**src/rtl/fnd_scan_ctrl_pkg.sv**
```systemverilog
// Shared segment patterns and index-width helpers for the multiplexed FND scanner.
// Patterns are active-low {dp,g,f,e,d,c,b,a}; bit 7 set means the dot is off.
package fnd_pkg;

    localparam logic [7:0] SEG_0     = 8'hC0;
    localparam logic [7:0] SEG_1     = 8'hF9;
    localparam logic [7:0] SEG_2     = 8'hA4;
    localparam logic [7:0] SEG_3     = 8'hB0;
    localparam logic [7:0] SEG_4     = 8'h99;
    localparam logic [7:0] SEG_5     = 8'h92;
    localparam logic [7:0] SEG_6     = 8'h82;
    localparam logic [7:0] SEG_7     = 8'hF8;
    localparam logic [7:0] SEG_8     = 8'h80;
    localparam logic [7:0] SEG_9     = 8'h90;
    localparam logic [7:0] SEG_BLANK = 8'hFF;
    localparam logic [7:0] SEG_DASH  = 8'hBF;

    // Any of A-E decodes to blank; A is used internally to force a dark digit.
    localparam logic [3:0] CODE_BLANK = 4'hA;

    function automatic int clog2(input int v);
        int r;
        for (r = 0; (1 << r) < v; r++) begin
        end
        return r;
    endfunction

    function automatic int idx_w(input int n);
        return (n <= 1) ? 1 : clog2(n);
    endfunction

endpackage

```
**src/rtl/fnd_scan_ctrl_if.sv**
```systemverilog
// Display-side bundle: BCD pages and display controls in, FND pin drive out.
interface fnd_scan_if #(
    parameter int ND = 4,
    parameter int NP = 2,
    parameter int PW = 1,
    parameter int BW = 3
);
    logic [4*ND*NP-1:0] bcd_in;
    logic [ND*NP-1:0]   dot_in;
    logic [PW-1:0]      page_sel;
    logic               blank_lz;
    logic [ND-1:0]      blink_en;
    logic [BW-1:0]      brightness;
    logic [ND-1:0]      fnd_com;
    logic [7:0]         fnd_data;
    logic               frame_start;

    modport master (
        output bcd_in, dot_in, page_sel, blank_lz, blink_en, brightness,
        input  fnd_com, fnd_data, frame_start
    );

    modport slave (
        input  bcd_in, dot_in, page_sel, blank_lz, blink_en, brightness,
        output fnd_com, fnd_data, frame_start
    );
endinterface

```
**src/rtl/fnd_scan_ctrl_seg_decode.sv**
```systemverilog
// BCD/code nibble plus dot to active-low 7-segment pattern; F is a dash, A-E are blank.
module fnd_seg_decode
    import fnd_pkg::*;
(
    input  logic [3:0] code,
    input  logic       dot,
    output logic [7:0] seg
);

    always_comb begin
        case (code)
            4'h0:    seg = SEG_0;
            4'h1:    seg = SEG_1;
            4'h2:    seg = SEG_2;
            4'h3:    seg = SEG_3;
            4'h4:    seg = SEG_4;
            4'h5:    seg = SEG_5;
            4'h6:    seg = SEG_6;
            4'h7:    seg = SEG_7;
            4'h8:    seg = SEG_8;
            4'h9:    seg = SEG_9;
            4'hF:    seg = SEG_DASH;
            default: seg = SEG_BLANK;
        endcase
        if (dot) seg[7] = 1'b0;
    end

endmodule

```
**src/rtl/fnd_scan_ctrl.sv**
```systemverilog
// Multiplexed common-anode FND scanner: one digit slot per DIV clocks, page latched per frame,
// leading-zero blanking, per-digit blink and PWM brightness, all outputs registered.
module fnd_scan_ctrl
    import fnd_pkg::*;
#(
    parameter int CLK_HZ     = 100_000_000,
    parameter int SCAN_HZ    = 1_000,
    parameter int NUM_DIGITS = 4,
    parameter int NUM_PAGES  = 2,
    parameter int BRIGHT_W   = 3,
    parameter int BLINK_DIV  = 250
) (
    input  logic     clk,
    input  logic     reset,
    fnd_scan_if.slave bus
);

    localparam int DIV = CLK_HZ / SCAN_HZ;
    localparam int PHW = clog2(DIV + 1);   // wide enough to hold on_time == DIV
    localparam int DW  = idx_w(NUM_DIGITS);
    localparam int PW  = idx_w(NUM_PAGES);
    localparam int BCW = idx_w(BLINK_DIV);

    logic [PHW-1:0]        phase_q, phase_d, on_time_q, on_time_d, on_time_calc;
    logic [DW-1:0]         idx_q, idx_d;
    logic [PW-1:0]         page_q, page_d;
    logic [BCW-1:0]        bcnt_q, bcnt_d;
    logic                  bph_q, bph_d;
    logic [NUM_DIGITS-1:0] fnd_com_q, fnd_com_d;
    logic [7:0]            fnd_data_q, fnd_data_d;
    logic                  frame_q, frame_d;

    logic                       tick, lz_run, blink_off;
    logic [NUM_DIGITS-1:0][3:0] pg_code;
    logic [NUM_DIGITS-1:0]      pg_dot, lz_mask, one_hot;
    logic [3:0]                 dec_code;
    logic                       dec_dot;
    logic [7:0]                 seg;

    assign on_time_calc = PHW'(((32'(bus.brightness) + 32'd1) * DIV) >> BRIGHT_W);

    // Counters, page latch and blink phase all advance on the slot tick.
    always_comb begin
        tick      = (phase_q == PHW'(DIV - 1));
        phase_d   = tick ? '0 : phase_q + 1'b1;
        idx_d     = idx_q;
        page_d    = page_q;
        on_time_d = on_time_q;
        bcnt_d    = bcnt_q;
        bph_d     = bph_q;
        if (tick) begin
            on_time_d = on_time_calc;
            if (idx_q == DW'(NUM_DIGITS - 1)) begin
                idx_d  = '0;
                page_d = (32'(bus.page_sel) < NUM_PAGES) ? bus.page_sel : '0;
            end else begin
                idx_d = idx_q + 1'b1;
            end
            if (bcnt_q == BCW'(BLINK_DIV - 1)) begin
                bcnt_d = '0;
                bph_d  = ~bph_q;
            end else begin
                bcnt_d = bcnt_q + 1'b1;
            end
        end
    end

    // Leading-zero run from the top digit down; digit 0 is never part of it.
    always_comb begin
        lz_run  = bus.blank_lz;
        lz_mask = '0;
        for (int d = 0; d < NUM_DIGITS; d++) begin
            pg_code[d] = bus.bcd_in[(32'(page_q) * NUM_DIGITS + d) * 4 +: 4];
            pg_dot[d]  = bus.dot_in[32'(page_q) * NUM_DIGITS + d];
        end
        for (int d = NUM_DIGITS - 1; d >= 1; d--) begin
            lz_run     = lz_run && (pg_code[d] == 4'h0);
            lz_mask[d] = lz_run;
        end
    end

    always_comb begin
        blink_off = bus.blink_en[idx_q] & bph_q;
        dec_code  = (blink_off || lz_mask[idx_q]) ? CODE_BLANK : pg_code[idx_q];
        dec_dot   = pg_dot[idx_q] & ~blink_off;
        one_hot   = '0;
        one_hot[idx_q] = 1'b1;
        fnd_com_d  = (phase_q < on_time_q) ? ~one_hot : '1;
        fnd_data_d = seg;
        frame_d    = (phase_q == '0) && (idx_q == '0);
    end

    fnd_seg_decode u_dec (
        .code (dec_code),
        .dot  (dec_dot),
        .seg  (seg)
    );

    // on_time loads from the live brightness in reset so the first slot is lit.
    always_ff @(posedge clk) begin
        if (reset) begin
            phase_q    <= '0;
            idx_q      <= '0;
            page_q     <= '0;
            on_time_q  <= on_time_calc;
            bcnt_q     <= '0;
            bph_q      <= 1'b0;
            fnd_com_q  <= '1;
            fnd_data_q <= SEG_BLANK;
            frame_q    <= 1'b0;
        end else begin
            phase_q    <= phase_d;
            idx_q      <= idx_d;
            page_q     <= page_d;
            on_time_q  <= on_time_d;
            bcnt_q     <= bcnt_d;
            bph_q      <= bph_d;
            fnd_com_q  <= fnd_com_d;
            fnd_data_q <= fnd_data_d;
            frame_q    <= frame_d;
        end
    end

    assign bus.fnd_com     = fnd_com_q;
    assign bus.fnd_data    = fnd_data_q;
    assign bus.frame_start = frame_q;

endmodule

```
**src/flat_wrapper.sv**
```systemverilog
// flat-port wrapper written by rule: the top's interface ports become plain ports
module fnd_scan_ctrl_flat import fnd_pkg::*;
#(
    parameter int CLK_HZ     = 100_000_000,
    parameter int SCAN_HZ    = 1_000,
    parameter int NUM_DIGITS = 4,
    parameter int NUM_PAGES  = 2,
    parameter int BRIGHT_W   = 3,
    parameter int BLINK_DIV  = 250
)
  (clk, reset, bus_bcd_in, bus_dot_in, bus_page_sel, bus_blank_lz, bus_blink_en, bus_brightness, bus_fnd_com, bus_fnd_data, bus_frame_start);
  fnd_scan_if #(.ND(4), .NP(2), .PW(1), .BW(3)) bus_i ();
  input  logic clk;
  input  logic reset;
  input wire logic [$bits(bus_i.bcd_in)-1:0] bus_bcd_in;
  input wire logic [$bits(bus_i.dot_in)-1:0] bus_dot_in;
  input wire logic [$bits(bus_i.page_sel)-1:0] bus_page_sel;
  input wire logic [$bits(bus_i.blank_lz)-1:0] bus_blank_lz;
  input wire logic [$bits(bus_i.blink_en)-1:0] bus_blink_en;
  input wire logic [$bits(bus_i.brightness)-1:0] bus_brightness;
  output wire logic [$bits(bus_i.fnd_com)-1:0] bus_fnd_com;
  output wire logic [$bits(bus_i.fnd_data)-1:0] bus_fnd_data;
  output wire logic [$bits(bus_i.frame_start)-1:0] bus_frame_start;
  assign bus_i.bcd_in = bus_bcd_in;
  assign bus_i.dot_in = bus_dot_in;
  assign bus_i.page_sel = bus_page_sel;
  assign bus_i.blank_lz = bus_blank_lz;
  assign bus_i.blink_en = bus_blink_en;
  assign bus_i.brightness = bus_brightness;
  assign bus_fnd_com = bus_i.fnd_com;
  assign bus_fnd_data = bus_i.fnd_data;
  assign bus_frame_start = bus_i.frame_start;
  fnd_scan_ctrl #(.CLK_HZ(CLK_HZ), .SCAN_HZ(SCAN_HZ), .NUM_DIGITS(NUM_DIGITS), .NUM_PAGES(NUM_PAGES), .BRIGHT_W(BRIGHT_W), .BLINK_DIV(BLINK_DIV)) u_core (.clk(clk), .reset(reset), .bus(bus_i));
endmodule
```
**config.mk**
```make
export PLATFORM = sky130hd
export DESIGN_NAME = fnd_scan_ctrl_flat
export DESIGN_NICKNAME = d
export VERILOG_FILES = /design/src/rtl/fnd_scan_ctrl_pkg.sv /design/src/rtl/fnd_scan_ctrl_if.sv /design/src/rtl/fnd_scan_ctrl_seg_decode.sv /design/src/rtl/fnd_scan_ctrl.sv /design/src/flat_wrapper.sv
export SDC_FILE = /design/constraint.sdc
export NUM_CORES = 1
export LEC_CHECK = 0
export CAP_MARGIN = 20
export CORE_UTILIZATION = 40
export CTS_CLUSTER_SIZE = 24
export DETAILED_ROUTE_END_ITERATION = 6
export SETUP_SLACK_MARGIN = 0.15
export SLEW_MARGIN = 20
export SYNTH_ARGS = -nofsm -noshare
export SYNTH_HDL_FRONTEND = slang
export SYNTH_SLANG_ARGS = --single-unit
export TNS_END_PERCENT = 5
```
**constraint.sdc**
```tcl
create_clock -name clk -period 3.7 [get_ports clk]
set_clock_uncertainty 0.2 [all_clocks]
set_input_delay 0.37 -clock clk [delete_from_list [all_inputs] [get_ports clk]]
set_output_delay 0.37 -clock clk [all_outputs]
set_load 0.01 [all_outputs]
```
* After elaboration in Yosys (flattened, before gate mapping)
Memories as Yosys holds them, arrays and structs flattened. A register that Yosys moved wholly into a read port is not among the register bits.
Cells that the tools add are included.
** Storage, ports and cells
- ROM bits :: 112
- Bits in registers :: 57
- Output and inout port bits :: 13
- Logic and storage cells :: 78
- Memories kept :: 1
- Input port bits :: 51
** Memories
- (no name shown) :: depth 16, bits a word 7, rd ports 1, clocked after memory_dff 1, wr ports 0, line fnd_scan_ctrl_seg_decode.sv:11 : case (code)
** Cells by class
- Order comparisons :: 7
- Shift-type cells :: 4
- Reductions and logical operators :: 16
- Bitwise logic cells :: 6
- Equality and inequality tests :: 3
- Mux-type cells :: 24
- $add $sub $neg :: 7
- $mul :: 1
** Operators with widths (number)
- indexed part select 32 x 33 -> 4 bit :: 3
- less-than comparator 32 x 4 -> 1 bit (second input constant) :: 3
- 2-to-1 mux 17 bit :: 2
- multiplier 32 x 12 -> 15 bit (second input constant) :: 1
- indexed part select 32 x 6 -> 4 bit :: 1
- adder 17 x 1 -> 17 bit (second input constant) :: 1
- equality test 17 bit (second input constant) :: 1
- logical NOT 17 bit :: 1
- less-than comparator 17 bit :: 1
- logical NOT 4 bit :: 3
- 2-to-1 mux 1 bit :: 10
- binary-select mux 1 bit (select 3 bit) :: 3
- adder 3 x 1 -> 4 bit (second input constant) :: 2
- adder 3 x 2 -> 4 bit (second input constant) :: 2
- adder 8 x 1 -> 8 bit (second input constant) :: 1
- binary-select mux 4 bit (select 2 bit) :: 1
- equality test 8 bit (second input constant) :: 1
- 2-to-1 mux 4 bit :: 2
- 2-to-1 mux 8 bit :: 1
- binary-select mux 1 bit (select 2 bit) :: 3
- logical AND 1 bit :: 5
- less-than comparator 3 x 4 -> 1 bit (second input constant) :: 1
- NOT 4 bit :: 1
- AND reduction 2 bit :: 2
- 12 further kinds :: 16

* Depth between registers and ports, before layout
Gate-level depths: netlist (run 1).
- Depth in word-level cells :: 10
- Depth in mapped cells :: 13
- Mapped depth without buffers :: 13

* Modules after synthesis
From an unflattened synthesis (run 1), not the netlist that was laid out.
** Second synthesis, totals
- Cells, all modules :: 400
- Area, all modules :: 3748.6 um^2
** Modules (own cells, without submodules)
- fnd_scan_ctrl :: area an instance 3508.4 um^2, cells each 364, times used 1, sequential area each 1291.2 um^2
- fnd_seg_decode :: area an instance 240.2 um^2, cells each 36, times used 1, sequential area each 0.0 um^2

* Worst setup path before layout (run 1)
OpenSTA, ideal clock, no wires.
- Kind :: input to register
- Start :: in bus_brightness[0]
- End :: reg u_core.on_time_q[16] (data pin)
- Stages on the path :: 13
- Data required time :: 3.241 ns
- Library setup time :: 0.259 ns
- Data arrival time :: 2.754 ns
- Path buffers :: 0
- Slack :: 0.487 ns
- Cell sequence :: inv_1 -> ha_1 -> ha_1 -> xnor2_1 -> ha_1 -> a21o_1 -> ha_1 -> a31oi_1 -> nor2b_1 -> o21a_1 -> o2111a_1 -> o21ai_0 -> xnor2_1
** On the way
- Longest elaborated chain between the ends :: 4
** RTL lines
- start: declaration :: line flat_wrapper.sv:20 : input wire logic [$bits(bus_i.brightness)-1:0] bus_brightness;
- adder 3 x 1 -> 4 bit * :: line fnd_scan_ctrl.sv:40 : assign on_time_calc = PHW'(((32'(bus.brightness) + 32'd1) * DIV) >> BRIGHT_W);
- multiplier 32 x 12 -> 15 bit * :: line fnd_scan_ctrl.sv:40
- via u_core.on_time_calc[16] :: line fnd_scan_ctrl.sv:24 : logic [PHW-1:0] phase_q, phase_d, on_time_q, on_time_d, on_time_calc;
- 2-to-1 mux 17 bit :: line fnd_scan_ctrl.sv:51 : if (tick) begin
- 2-to-1 mux 17 bit * :: line fnd_scan_ctrl.sv:101 : if (reset) begin
- end signal: assignment :: line fnd_scan_ctrl.sv:105 : on_time_q <= on_time_calc;
- end signal: assignment :: line fnd_scan_ctrl.sv:115 : on_time_q <= on_time_d;
- end: declaration :: line fnd_scan_ctrl.sv:24
Mark *: on every way through the listed nets, which the timed path passes. The rest lies on a longest branch. The select of a mux whose other input is x is not followed.
A chain may end at the register's enable or synchronous reset.

* Worst setup path in the final report (run 1)
- Start :: in bus_brightness[1]
- End :: reg u_core.on_time_q[16] (data pin)
Same word-level chain as after synthesis.

==> impl_metrics.json, run 1 <==
{
  "r2r_cells": 7,
  "combPwrFrac_pct": 19.7,
  "grt_pass1_vias": 2776,
  "fmax_mhz": 306,
  "overflow": 0,
  "placementRows": 34,
  "port_buffers": 63,
  "synth-seq-cells": 57,
  "initial_core_util_pct": 41.6,
  "crit_path_start_kind": "primary input",
  "fin_crit_sh_pct": 88.4,
  "layout.nets": 533,
  "worstSetupPathType": "in -> reg",
  "via_per_inst": 5.12,
  "cts_buffer_depth": 2,
  "cts_sinks": 57,
  "ys_async_sr_fraction_pct": 0,
  "worstSetupEndpoint": "u_core.on_time_q[16]",
  "cts_buffers": 9,
  "clkPwrFrac_pct": 33.9,
  "core_um2": 8810,
  "synth_edf_count": 15,
  "yosysSeqAreaShare_pct": 35.3,
  "n_antenna_cell": 0,
  "syn_area_um2": 3660,
  "reg2reg_from": "u_core.page_q",
  "fp.dieW_um": 97.7,
  "synth_cell_types": 55,
  "drv_slew": 0,
  "ios": 64,
  "gp_congestion": 0.836,
  "reg2reg_to": "u_core.bus.fnd_data[4]",
  "wl_per_cell_um": 14.1,
  "avgSynthCellArea_um2": 10.1,
  "hpwl_um": 6140,
  "hold_violations": 0,
  "syn2layout_area_growth_pct": 26.0,
  "status": "finished clean",
  "drt_wl_total_um": 7780,
  "route.detailed.drc": 0,
  "tritoncts": "yes",
  "postCtsHoldBufs": 0,
  "finalCriticalPeriod_ns": 3.27,
  "endpoint_kind": "register",
  "synth_fp_nets": 458,
  "critical_path.max_fanout": 4,
  "clock_latency_ns": 0.34,
  "htree_num_levels": 3,
  "syn-instance-count": 363,
  "rsz0062_at_grt": "false",
  "crit_start": "bus_brightness[1]",
  "reg2reg_slack_ns": 0.65,
  "clkTransAtPathRegs_ns": 0.06,
  "p_leak_uw": 0.00198,
  "cap_violations": 0,
  "fin_area_um2": 4610,
  "setup_viol": 0,
  "grt_first_pass_wirelength_um": 13400,
  "vias": 2823,
  "first_iter_violations": 91,
  "vdd_drop_max_mv": 0.191,
  "final_util_pct": 52.4,
  "placed_area_um2": 4430,
  "dr.pass1.iters": 4,
  "cp.required_ns": 3.58,
  "p_int_uw": 1110,
  "power_switching_uw": 397,
  "grt.total_usage_pct": 17.7,
  "cts_root_buf": "clkbuf_8",
  "switching_share_pct": 26.3,
  "grt_max_degree": 32,
  "dieArea_um2": 9540,
  "crit_arrival_ns": 3.16,
  "synth_warnings": 0,
  "die_h_um": 97.7,
  "p_seq_share_pct": 46.5,
  "hold_class": "reg -> reg",
  "antenna_found_initial": 0,
  "ys.flop_type": "dfxtp_1",
  "max_slew_margin_pct": 44.9,
  "power.density_nw_per_um2": 328,
  "worst-slew-pin-transition_ns": 0.825,
  "drive_above_1_share_pct": 11.1,
  "ant_nets": 0
}
==> worst max-delay path, stage by stage <==
cell	delay [ns]
clkdlybuf4s50_1	0.51
inv_1	0.06
ha_1	0.29
ha_1	0.22
xnor2_1	0.14
ha_1	0.18
a21o_1	0.15
ha_1	0.28
a31oi_1	0.21
nor2b_1	0.07
o21a_1	0.20
o2111a_1	0.25
o21ai_1	0.15
xnor2_1	0.07
==> flip-flops by register name, indices dropped and copies added, names as in the netlist <==
signal / count
u_core.phase_q: 17
u_core.on_time_q: 15
u_core.bcnt_q: 8
u_core.bus.fnd_data: 8
u_core.bus.fnd_com: 4
u_core.idx_q: 2
u_core.bph_q: 1
u_core.bus.frame_start: 1
u_core.page_q: 1
==> stage by stage <==
| stage | setup WS [ns] | total power, µW | hold slack (ns) | cells | setup TNS (ns) |
|---|---|---|---|---|---|
| final | 0.429 | 1510 | 0.287 | 551 | 0 |
| after CTS | 0.296 | 1530 | 0.288 | 551 | 0 |
| after detailed placement | -0.0547 | 1010 | 0.274 | 535 | -0.0547 |
| after global placement | 0.0437 | 1010 | 0.261 | 535 | 0 |
| after floorplan | 0.487 | 884 | 0.242 | 363 | 0 |
| after global routing | 0.194 | 1600 | 0.300 | 551 | 0 |
==> synth_stat cells (2+ instances only) <==
cell type / n / area [µm²]
a211o_1: 2 / 17.5
a21o_1: 14 / 105
a21oi_1: 5 / 25.0
and2_1: 2 / 12.5
and3_1: 5 / 31.3
and3_2: 2 / 15.0
buf_2: 2 / 10.0
buf_4: 2 / 15.0
buf_6: 3 / 33.8
dfxtp_1: 42 / 841
edfxtp_1: 15 / 450
ha_1: 44 / 551
inv_1: 29 / 109
mux2i_1: 11 / 110
mux4_2: 9 / 203
nand2_1: 24 / 90.1
nand2_2: 2 / 12.5
nand2b_1: 2 / 12.5
nand3_1: 9 / 45.0
nand4_1: 9 / 56.3
nor2_1: 34 / 128
nor2b_1: 7 / 43.8
nor3_1: 2 / 10.0
nor4_1: 5 / 31.3
nor4b_1: 3 / 26.3
o211ai_1: 5 / 37.5
o21a_1: 3 / 22.5
o21ai_0: 8 / 40.0
o21ai_1: 2 / 10.0
or2_2: 2 / 12.5
or3_1: 3 / 18.8
or4_1: 2 / 15.0
xnor2_1: 14 / 123
xor2_1: 19 / 166
==> kinds of logic (layout without fill, tap and decap cells) <==
kind of cell,count (synthesis),count (layout),synth area share (%)
buffers and inverters,37,117,4.68
muxes,22,22,9.87
AOI/OAI and AO/OA,50,50,10.2
xor gates and xnor gates,33,33,7.89
DFF,57,57,35.3
and+or+nand+nor,120,120,17.0
adders and majority gates,44,44,15.0
==> layer usage <==
metal | global-route usage (%) | vias to the layer above | wire length, µm | share of wire (%)
met5 | 0 | - | 0 | 0
met4 | 4.55 | 0 | 93 | 1.2
met3 | 4.39 | 9 | 218 | 2.8
met2 | 28.3 | 35 | 3650 | 47
met1 | 23.9 | 1330 | 3810 | 49
li1 | - | 1449 | - | -
==> power by group through the flow <==
stage          sequential [µW]  clock, µW  combinational [µW]
6_report                   702        512                 297
5_1_grt                    707        557                 339
4_1_cts                    702        525                 300
3_5_place_dp               716          0                 298
3_3_place_gp               715          0                 295
2_1_floorplan              716          0                 168
==> how the worst min path moves through the flow <==
| stage | from | to | slack [ns] | depth (start not counted) |
|---|---|---|---|---|
| floorplan | u_core.phase_q[0] | u_core.phase_q[0] | 0.24 | 1 |
| global placement | u_core.phase_q[0] | u_core.phase_q[0] | 0.26 | 1 |
| detailed placement | u_core.phase_q[0] | u_core.phase_q[0] | 0.27 | 1 |
| CTS | u_core.phase_q[0] | u_core.phase_q[0] | 0.29 | 1 |
| global route | u_core.phase_q[0] | u_core.phase_q[0] | 0.30 | 1 |
| finish | u_core.phase_q[0] | u_core.phase_q[0] | 0.29 | 1 |
==> placed cells by master (no fill, tap or decap), types with 2 or more instances in the layout <==
master / instances
clkdlybuf4s50_1: 63
ha_1: 44
dfxtp_1: 42
nor2_1: 34
inv_1: 29
nand2_1: 24
xor2_1: 19
edfxtp_1: 15
a21o_1: 14
xnor2_1: 13
mux2i_1: 11
clkbuf_8: 10
nand4_1: 9
nand3_1: 9
mux4_2: 9
buf_4: 9
o21ai_0: 7
nor2b_1: 7
nor4_1: 5
a21oi_1: 5
o211ai_1: 5
and3_1: 5
nor4b_1: 3
or3_1: 3
o21a_1: 3
o21ai_1: 3
a211o_1: 2
or2_2: 2
and2_1: 2
or4_1: 2
nand2b_1: 2
and3_2: 2
nand2_2: 2
nor3_1: 2
clkinv_2: 2
clkinvlp_4: 2
==> area by class of cell <==
cell class	instances	area, µm²
Clock buffer	11	141
Clock inverter	5	31.3
Fill cell	826	4190
Inverter	29	109
Multi-Input combinational cell	269	2210
Sequential cell	57	1290
Tap cell	108	135
Timing Repair Buffer	72	698
==> timing repair <==
| item | in CTS | in global routing |
|---|---|---|
| resized for setup | 0 | 2 |
| endpoints found under the hold margin | 0 | 0 |
| endpoints found under the setup margin | 0 | 1 |
| buffers inserted | 0 | 0 |
Power figures use the tool's default switching activity.
==> inputs of run 2 (changes only) <==
GPL_ROUTABILITY_DRIVEN = 0   (was not set)
==> results of run 2 <==
No change in the layout: final DEF, timing and power equal those of run 1.
